$ cat src/rtl/jtag_tap_bscan_if.sv
// Serial JTAG pins between the header (master) and the TAP (slave).
interface jtag_tap_bscan_if;
  logic TMS;
  logic TDI;
  logic TDO;
  logic TDO_OE;

  modport master (output TMS, output TDI, input TDO, input TDO_OE);
  modport slave  (input TMS, input TDI, output TDO, output TDO_OE);
endinterface

$ cat src/rtl/jtag_tap_bscan.sv
// IEEE-1149.1-style TAP: 16-state controller, IR, BYPASS, IDCODE/USERCODE and an
// N_IO-pin boundary-scan register (one input and one output cell per pin).
module jtag_tap_bscan #(
  parameter int          IR_W     = 4,
  parameter int          N_IO     = 4,
  parameter logic [31:0] IDCODE   = 32'h1000_0001,
  parameter logic [31:0] USERCODE = 32'h0000_0000
) (
  input  logic              TCK,
  input  logic              TRST,
  jtag_tap_bscan_if.slave   jtag,
  input  logic [N_IO-1:0]   CORE_OUT,
  output logic [N_IO-1:0]   CORE_IN,
  input  logic [N_IO-1:0]   PIN_IN,
  output logic [N_IO-1:0]   PIN_OUT,
  output logic [N_IO-1:0]   PIN_OE,
  output logic [3:0]        TAP_STATE,
  output logic [IR_W-1:0]   IR_OUT
);

  typedef enum logic [3:0] {
    ST_TLR, ST_RTI, ST_SEL_DR, ST_CAP_DR, ST_SH_DR, ST_EX1_DR, ST_PA_DR, ST_EX2_DR,
    ST_UPD_DR, ST_SEL_IR, ST_CAP_IR, ST_SH_IR, ST_EX1_IR, ST_PA_IR, ST_EX2_IR, ST_UPD_IR
  } state_t;

  localparam logic [IR_W-1:0] OP_SAMPLE   = IR_W'(1);
  localparam logic [IR_W-1:0] OP_EXTEST   = IR_W'(2);
  localparam logic [IR_W-1:0] OP_INTEST   = IR_W'(3);
  localparam logic [IR_W-1:0] OP_CLAMP    = IR_W'(5);
  localparam logic [IR_W-1:0] OP_IDCODE   = IR_W'(7);
  localparam logic [IR_W-1:0] OP_USERCODE = IR_W'(8);
  localparam logic [IR_W-1:0] OP_HIGHZ    = IR_W'(9);

  state_t              r_state;
  state_t              w_state_next;
  logic [IR_W-1:0]     r_ir;
  logic [IR_W-1:0]     r_ir_sh;
  logic                r_bypass;
  logic [31:0]         r_id_sh;
  logic [2*N_IO-1:0]   r_bsr_sh;
  logic [2*N_IO-1:0]   r_upd;
  logic [2*N_IO-1:0]   w_bsr_cap;
  logic                w_rst;
  logic                w_sel_bsr;
  logic                w_sel_id;
  logic                w_tdo;

  // A whole cycle spent in Test-Logic-Reset clears the same state as TRST.
  assign w_rst     = TRST | (r_state == ST_TLR);
  assign w_sel_bsr = (r_ir == OP_SAMPLE) | (r_ir == OP_EXTEST) | (r_ir == OP_INTEST);
  assign w_sel_id  = (r_ir == OP_IDCODE) | (r_ir == OP_USERCODE);

  // Capture vector: input cells take the pad, output cells take the core.
  generate
    for (genvar gi = 0; gi < N_IO; gi++) begin : g_cap
      assign w_bsr_cap[gi]        = PIN_IN[gi];
      assign w_bsr_cap[N_IO + gi] = CORE_OUT[gi];
    end
  endgenerate

  // TAP state register; TRST overrides TMS.
  always_ff @(posedge TCK) begin
    if (TRST) r_state <= ST_TLR;
    else      r_state <= w_state_next;
  end

  // Standard 1149.1 TMS transition table.
  always_comb begin
    w_state_next = r_state;
    case (r_state)
      ST_TLR:    w_state_next = jtag.TMS ? ST_TLR    : ST_RTI;
      ST_RTI:    w_state_next = jtag.TMS ? ST_SEL_DR : ST_RTI;
      ST_SEL_DR: w_state_next = jtag.TMS ? ST_SEL_IR : ST_CAP_DR;
      ST_CAP_DR: w_state_next = jtag.TMS ? ST_EX1_DR : ST_SH_DR;
      ST_SH_DR:  w_state_next = jtag.TMS ? ST_EX1_DR : ST_SH_DR;
      ST_EX1_DR: w_state_next = jtag.TMS ? ST_UPD_DR : ST_PA_DR;
      ST_PA_DR:  w_state_next = jtag.TMS ? ST_EX2_DR : ST_PA_DR;
      ST_EX2_DR: w_state_next = jtag.TMS ? ST_UPD_DR : ST_SH_DR;
      ST_UPD_DR: w_state_next = jtag.TMS ? ST_SEL_DR : ST_RTI;
      ST_SEL_IR: w_state_next = jtag.TMS ? ST_TLR    : ST_CAP_IR;
      ST_CAP_IR: w_state_next = jtag.TMS ? ST_EX1_IR : ST_SH_IR;
      ST_SH_IR:  w_state_next = jtag.TMS ? ST_EX1_IR : ST_SH_IR;
      ST_EX1_IR: w_state_next = jtag.TMS ? ST_UPD_IR : ST_PA_IR;
      ST_PA_IR:  w_state_next = jtag.TMS ? ST_EX2_IR : ST_PA_IR;
      ST_EX2_IR: w_state_next = jtag.TMS ? ST_UPD_IR : ST_SH_IR;
      ST_UPD_IR: w_state_next = jtag.TMS ? ST_SEL_DR : ST_RTI;
      default:   w_state_next = ST_TLR;
    endcase
  end

  // Instruction register: capture 0..01, shift toward TDO, commit on UPD_IR.
  always_ff @(posedge TCK) begin
    if (w_rst) begin
      r_ir    <= OP_IDCODE;
      r_ir_sh <= '0;
    end else begin
      case (r_state)
        ST_CAP_IR: r_ir_sh <= IR_W'(2'b01);
        ST_SH_IR:  r_ir_sh <= {jtag.TDI, r_ir_sh[IR_W-1:1]};
        ST_UPD_IR: r_ir    <= r_ir_sh;
        default:   ;
      endcase
    end
  end

  // Data registers: only the DR selected by the active instruction moves.
  always_ff @(posedge TCK) begin
    if (w_rst) begin
      r_bypass <= 1'b0;
      r_id_sh  <= '0;
      r_bsr_sh <= '0;
      r_upd    <= '0;
    end else begin
      case (r_state)
        ST_CAP_DR: begin
          if (w_sel_bsr)     r_bsr_sh <= w_bsr_cap;
          else if (w_sel_id) r_id_sh  <= (r_ir == OP_IDCODE) ? IDCODE : USERCODE;
          else               r_bypass <= 1'b0;
        end
        ST_SH_DR: begin
          if (w_sel_bsr)     r_bsr_sh <= {jtag.TDI, r_bsr_sh[2*N_IO-1:1]};
          else if (w_sel_id) r_id_sh  <= {jtag.TDI, r_id_sh[31:1]};
          else               r_bypass <= jtag.TDI;
        end
        ST_UPD_DR: begin
          if (w_sel_bsr) r_upd <= r_bsr_sh;
        end
        default: ;
      endcase
    end
  end

  // TDO mux: LSB of whichever register is shifting, quiet otherwise.
  always_comb begin
    w_tdo = 1'b0;
    if (r_state == ST_SH_IR) begin
      w_tdo = r_ir_sh[0];
    end else if (r_state == ST_SH_DR) begin
      if (w_sel_bsr)     w_tdo = r_bsr_sh[0];
      else if (w_sel_id) w_tdo = r_id_sh[0];
      else               w_tdo = r_bypass;
    end
  end

  assign jtag.TDO    = w_tdo;
  assign jtag.TDO_OE = (r_state == ST_SH_DR) | (r_state == ST_SH_IR);
  assign TAP_STATE   = r_state;
  assign IR_OUT      = r_ir;

  // Pad muxing; SAMPLE leaves the functional paths untouched.
  assign PIN_OUT = ((r_ir == OP_EXTEST) | (r_ir == OP_CLAMP)) ? r_upd[2*N_IO-1:N_IO] : CORE_OUT;
  assign PIN_OE  = (r_ir == OP_HIGHZ) ? '0 : '1;
  assign CORE_IN = (r_ir == OP_INTEST) ? r_upd[N_IO-1:0] : PIN_IN;

endmodule

$ cat src/flat_wrapper.sv
// flat-port wrapper written by rule: the top's interface ports become plain ports
module jtag_tap_bscan_flat 
#(
  parameter int          IR_W     = 4,
  parameter int          N_IO     = 4,
  parameter logic [31:0] IDCODE   = 32'h1000_0001,
  parameter logic [31:0] USERCODE = 32'h0000_0000
)
  (TCK, TRST, CORE_OUT, CORE_IN, PIN_IN, PIN_OUT, PIN_OE, TAP_STATE, IR_OUT, jtag_TMS, jtag_TDI, jtag_TDO, jtag_TDO_OE);
  jtag_tap_bscan_if jtag_i ();
  input  logic TCK;
  input  logic TRST;
  input  logic [N_IO-1:0] CORE_OUT;
  output logic [N_IO-1:0] CORE_IN;
  input  logic [N_IO-1:0] PIN_IN;
  output logic [N_IO-1:0] PIN_OUT;
  output logic [N_IO-1:0] PIN_OE;
  output logic [3:0] TAP_STATE;
  output logic [IR_W-1:0] IR_OUT;
  input wire logic [$bits(jtag_i.TMS)-1:0] jtag_TMS;
  input wire logic [$bits(jtag_i.TDI)-1:0] jtag_TDI;
  output wire logic [$bits(jtag_i.TDO)-1:0] jtag_TDO;
  output wire logic [$bits(jtag_i.TDO_OE)-1:0] jtag_TDO_OE;
  assign jtag_i.TMS = jtag_TMS;
  assign jtag_i.TDI = jtag_TDI;
  assign jtag_TDO = jtag_i.TDO;
  assign jtag_TDO_OE = jtag_i.TDO_OE;
  jtag_tap_bscan #(.IR_W(IR_W), .N_IO(N_IO), .IDCODE(IDCODE), .USERCODE(USERCODE)) u_core (.TCK(TCK), .TRST(TRST), .jtag(jtag_i), .CORE_OUT(CORE_OUT), .CORE_IN(CORE_IN), .PIN_IN(PIN_IN), .PIN_OUT(PIN_OUT), .PIN_OE(PIN_OE), .TAP_STATE(TAP_STATE), .IR_OUT(IR_OUT));
endmodule
$ cat config.mk
export PLATFORM = sky130hd
export DESIGN_NAME = jtag_tap_bscan_flat
export DESIGN_NICKNAME = d
export VERILOG_FILES = /design/src/rtl/jtag_tap_bscan_if.sv /design/src/rtl/jtag_tap_bscan.sv /design/src/flat_wrapper.sv
export SDC_FILE = /design/constraint.sdc
export NUM_CORES = 1
export LEC_CHECK = 0
export ABC_AREA = 1
export CELL_PAD_IN_SITES_DETAIL_PLACEMENT = 1
export CELL_PAD_IN_SITES_GLOBAL_PLACEMENT = 1
export CORE_MARGIN = 5
export CORE_UTILIZATION = 35
export CTS_CLUSTER_SIZE = 8
export DETAILED_ROUTE_END_ITERATION = 7
export PLACE_DENSITY = 0.71
export SKIP_LAST_GASP = 1
export SLEW_MARGIN = 40
export SYNTH_ARGS = -nofsm -noshare
export SYNTH_HDL_FRONTEND = slang
export SYNTH_SLANG_ARGS = --single-unit
$ cat constraint.sdc
create_clock -name TCK -period 2.2 [get_ports TCK]
set_clock_uncertainty 0.2 [all_clocks]
set_input_delay 0.55 -clock TCK [delete_from_list [all_inputs] [get_ports TCK]]
set_output_delay 0.55 -clock TCK [all_outputs]
set_load 0.1 [all_outputs]
==> results of run 1 <==
==> per-stage QoR <==
stage,setup slack [ns],std cells,instance area [um^2],setup TNS (ns)
6_report,-0.167,547,3960,-0.965
5_1_grt,-0.232,547,3960,-1.53
4_1_cts,-0.166,547,3930,-1.19
3_5_place_dp,-0.0262,518,3490,-0.0697
3_3_place_gp,-0.0140,518,3490,-0.0143
2_1_floorplan,-0.806,386,2810,-4.98
==> power groups by stage <==
| stage | combinational, uW | clock, uW | sequential [uW] |
|---|---|---|---|
| finish | 303 | 1050 | 1110 |
| global route | 323 | 1130 | 1110 |
| CTS | 304 | 1080 | 1110 |
| detailed placement | 291 | 0 | 1130 |
| global placement | 288 | 0 | 1130 |
| floorplan | 154 | 0 | 1160 |
==> cells in the final DEF, fill, tap and decap left out, types with 2 or more instances in the layout <==
cell type	n
nand2_1	118
a21oi_1	53
dfxtp_1	53
inv_1	27
buf_12	25
buf_4	23
nor2_1	19
nand2_2	15
o21ai_0	13
clkbuf_8	11
clkdlybuf4s50_1	11
o21ai_1	10
dfxtp_4	8
inv_2	6
nor2_4	5
o21ai_4	5
nand3_1	5
nand2_4	4
mux2_4	4
inv_4	3
nand4_1	3
nor2_2	3
o21ai_2	3
nand3_2	2
a21oi_2	2
a31oi_1	2
clkinvlp_4	2
==> worst paths after layout <==
kind | from | endpoint | cells after the start
max | u_core.IR_OUT[1] | PIN_OUT[1] | 7
min | u_core.r_id_sh[23] | u_core.r_id_sh[22] | 2
max reg2reg | u_core.IR_OUT[2] | u_core.r_id_sh[14] | 10
min reg2reg | u_core.r_id_sh[23] | u_core.r_id_sh[22] | 2
==> cells by family after synthesis <==
logic type	after synthesis	share of synthesized area [%]
DFF	61	44.6
and+or+nand+nor	177	27.3
AOI/OAI and AO/OA	92	17.7
muxes	4	1.65
buffers and inverters	52	8.69
==> synthesized netlist by cell type (3+ instances only) <==
cell type / count
nand2_1: 131
dfxtp_1: 61
a21oi_1: 54
inv_1: 31
nor2_1: 21
o21ai_0: 18
o21ai_1: 11
buf_2: 7
buf_4: 7
nand3_1: 7
inv_2: 5
mux2_2: 4
nand2_2: 4
nand4_1: 3
nor2_2: 3
nor2_4: 3
==> routing by layer <==
layer  track usage [%]  vias up
li1                  -     1349
met1              21.5     1255
met2              27.9       35
met3              4.46       10
met4              4.83        0
met5                 0        -
==> registers in the layout (all words and copies together), names as in the netlist <==
name / count
u_core.r_bsr_sh: 8
u_core.TAP_STATE: 4
u_core.IR_OUT: 4
u_core.r_bypass: 1
u_core.r_ir_sh: 4
u_core.r_id_sh: 32
u_core.r_upd: 8
==> cell type report <==
| type | count | share of cell area, % |
|---|---|---|
| clock buffer | 11 | 3.82 |
| clock inverter | 5 | 1.48 |
| inverter | 36 | 3.60 |
| multi-input combinational | 273 | 36.5 |
| sequential | 61 | 31.6 |
| tap | 102 | 3.22 |
| timing repair buffer | 59 | 19.8 |
==> worst max-delay path: stages, from the launching register on <==
cell and delay [ns]:
dfxtp_4 0.38, inv_4 0.05, nand4_1 0.13, o31ai_4 0.10, buf_12 0.15, buf_4 0.14
o21ai_4 0.14, buf_12 0.19
==> repair_timing <==
item | 4_1_cts | 5_1_grt
resized for setup | 36 | 6
setup endpoints to repair | 9 | 9
buffers inserted | 13 | 1
endpoints found under the hold margin | 0 | 0
pin swaps | 6 | 2
==> flow_metrics.env, run 1 <==
export IMPL_hold_slack_ns=0.257
export IMPL_core_area_mm2=0.00769
export IMPL_p_leak_uw=0.00155
export IMPL_ys_types=28
export IMPL_synth_area_mm2=0.00274
export IMPL_yosys_area_top_type="dfxtp_1"
export IMPL_place_congestion=0.887
export IMPL_async_reset_ff_share_pct=0
export IMPL_numCtsBuffers=9
export IMPL_power_uw=2460
export IMPL_io_pins=34
export IMPL_arrival_ns=1.62
export IMPL_synthCells=386
export IMPL_met3_length_um=287
export IMPL_viasPerCell=4.84
export IMPL_wire_per_inst_um=14.0
export IMPL_power_frac_clock_pct=42.8
export IMPL_row_count=32
export IMPL_highest_layer="met4"
export IMPL_relSlewSlack_pct=71.9
export IMPL_antenna_found_initial=0
export IMPL_areaGrowthSynthToFinish_pct=44.7
export IMPL_yosys_warnings=0
export IMPL_nFillCells=962
export IMPL_p_sw_share_pct=27.1
export IMPL_regArea_mm2=0.00125
export IMPL_ctsLongestPathBuffers=2
export IMPL_p_comb_share_pct=12.3
export IMPL_routed_wl_met2_um=3810
export IMPL_synth_edf_count=0
export IMPL_initial_utilization_pct=35.6
export IMPL_min_period_ns=2.37
export IMPL_setup_ws_ns=-0.167
export IMPL_num_antenna_cells=0
export IMPL_worstSetupPathType="reg2out"
export IMPL_ir_worst_vdd_mv=0.316
export IMPL_hold_path_class="reg2reg"
export IMPL_synth_top_area_share_pct=44.6
export IMPL_grt_start_max_net_pins=44
export IMPL_rsz0062_at_grt="true"
export IMPL_drtPass1Iterations=4
export IMPL_syn_num_nets=398
export IMPL_ys_seq_elements=61
export IMPL_die_area_mm2=0.00969
export IMPL_synthTopCellsByArea="dfxtp_1 45%, nand2_1 18%, a21oi_1 9.9%"
export IMPL_worst_path_max_fanout=8
export IMPL_drc_errors=0
export IMPL_power_density_mw_per_mm2=622
export IMPL_finalMaxSlewViolations=0
export IMPL_fmax_mhz=422
export IMPL_drive_above_1_share_pct=28.5
export IMPL_grt_usage_pct=16.8
export IMPL_nets=452
export IMPL_cts_tree="done"
export IMPL_clock_root_buffer="clkbuf_8"
export IMPL_hpwl_um=5270
export IMPL_min_period_over_period_pct=108
export IMPL_grt_overflow=0
export IMPL_detail_route_antenna_nets=0
export IMPL_numPortBuffers=33
export IMPL_p_int_uw=1800
export IMPL_wl_met1_um=3490
export IMPL_wirelength_um=7670
export IMPL_cp_end_kind="output port"
export IMPL_clkLatencyLatePin_ns=0.34
export IMPL_clkTransAtPathRegs_ns=0.08
export IMPL_fp_dieW_um=98.4
export IMPL_power_frac_seq_pct=44.9
export IMPL_drtIter0Drc=103
export IMPL_vias=2649
export IMPL_hold_buffers=0
export IMPL_utilization_pct=51.5
export IMPL_htree_levels=3
export IMPL_cp_required_ns=1.45
export IMPL_violations="negative setup slack"
export IMPL_multiInputGateArea_mm2=0.00145
export IMPL_die_h_um=98.4
export IMPL_avgSynthCellArea_um2=7.09
export IMPL_ys_flop_type="dfxtp_1"
export IMPL_maxCapViolCount=0
export IMPL_grt_pass1_vias=2799
export IMPL_timing_reg2reg_setup_slack_ns=0.38
export IMPL_tightest_slew_ns=0.421
export IMPL_grt_pass1_wl_um=13200
export IMPL_p_switching_uw=669
export IMPL_start_kind="flop"
export IMPL_status="finished, violations left"
export IMPL_hold_viol=0
export IMPL_cts_sinks=61
export IMPL_ys_seq_area_share_pct=44.6
export IMPL_finalSetupViolations=9
Power figures use the tool's default switching activity.
==> run 2: changes to the inputs <==
--- a/config.mk
+++ b/config.mk
@@ -14,7 +14,7 @@
 export DETAILED_ROUTE_END_ITERATION = 7
 export PLACE_DENSITY = 0.71
 export SKIP_LAST_GASP = 1
-export SLEW_MARGIN = 40
+export SLEW_MARGIN = 20
 export SYNTH_ARGS = -nofsm -noshare
 export SYNTH_HDL_FRONTEND = slang
 export SYNTH_SLANG_ARGS = --single-unit
==> results of run 2 <==
The final DEF is identical to that of run 1; final timing and power are the same.
==> run 3: changes to the inputs <==
--- a/config.mk
+++ b/config.mk
@@ -6,6 +6,7 @@
 export NUM_CORES = 1
 export LEC_CHECK = 0
 export ABC_AREA = 1
+export ABC_CLOCK_PERIOD_IN_PS = 2200
 export CELL_PAD_IN_SITES_DETAIL_PLACEMENT = 1
 export CELL_PAD_IN_SITES_GLOBAL_PLACEMENT = 1
 export CORE_MARGIN = 5
==> results of run 3 <==
The final DEF is identical to that of run 1; final timing and power are the same.
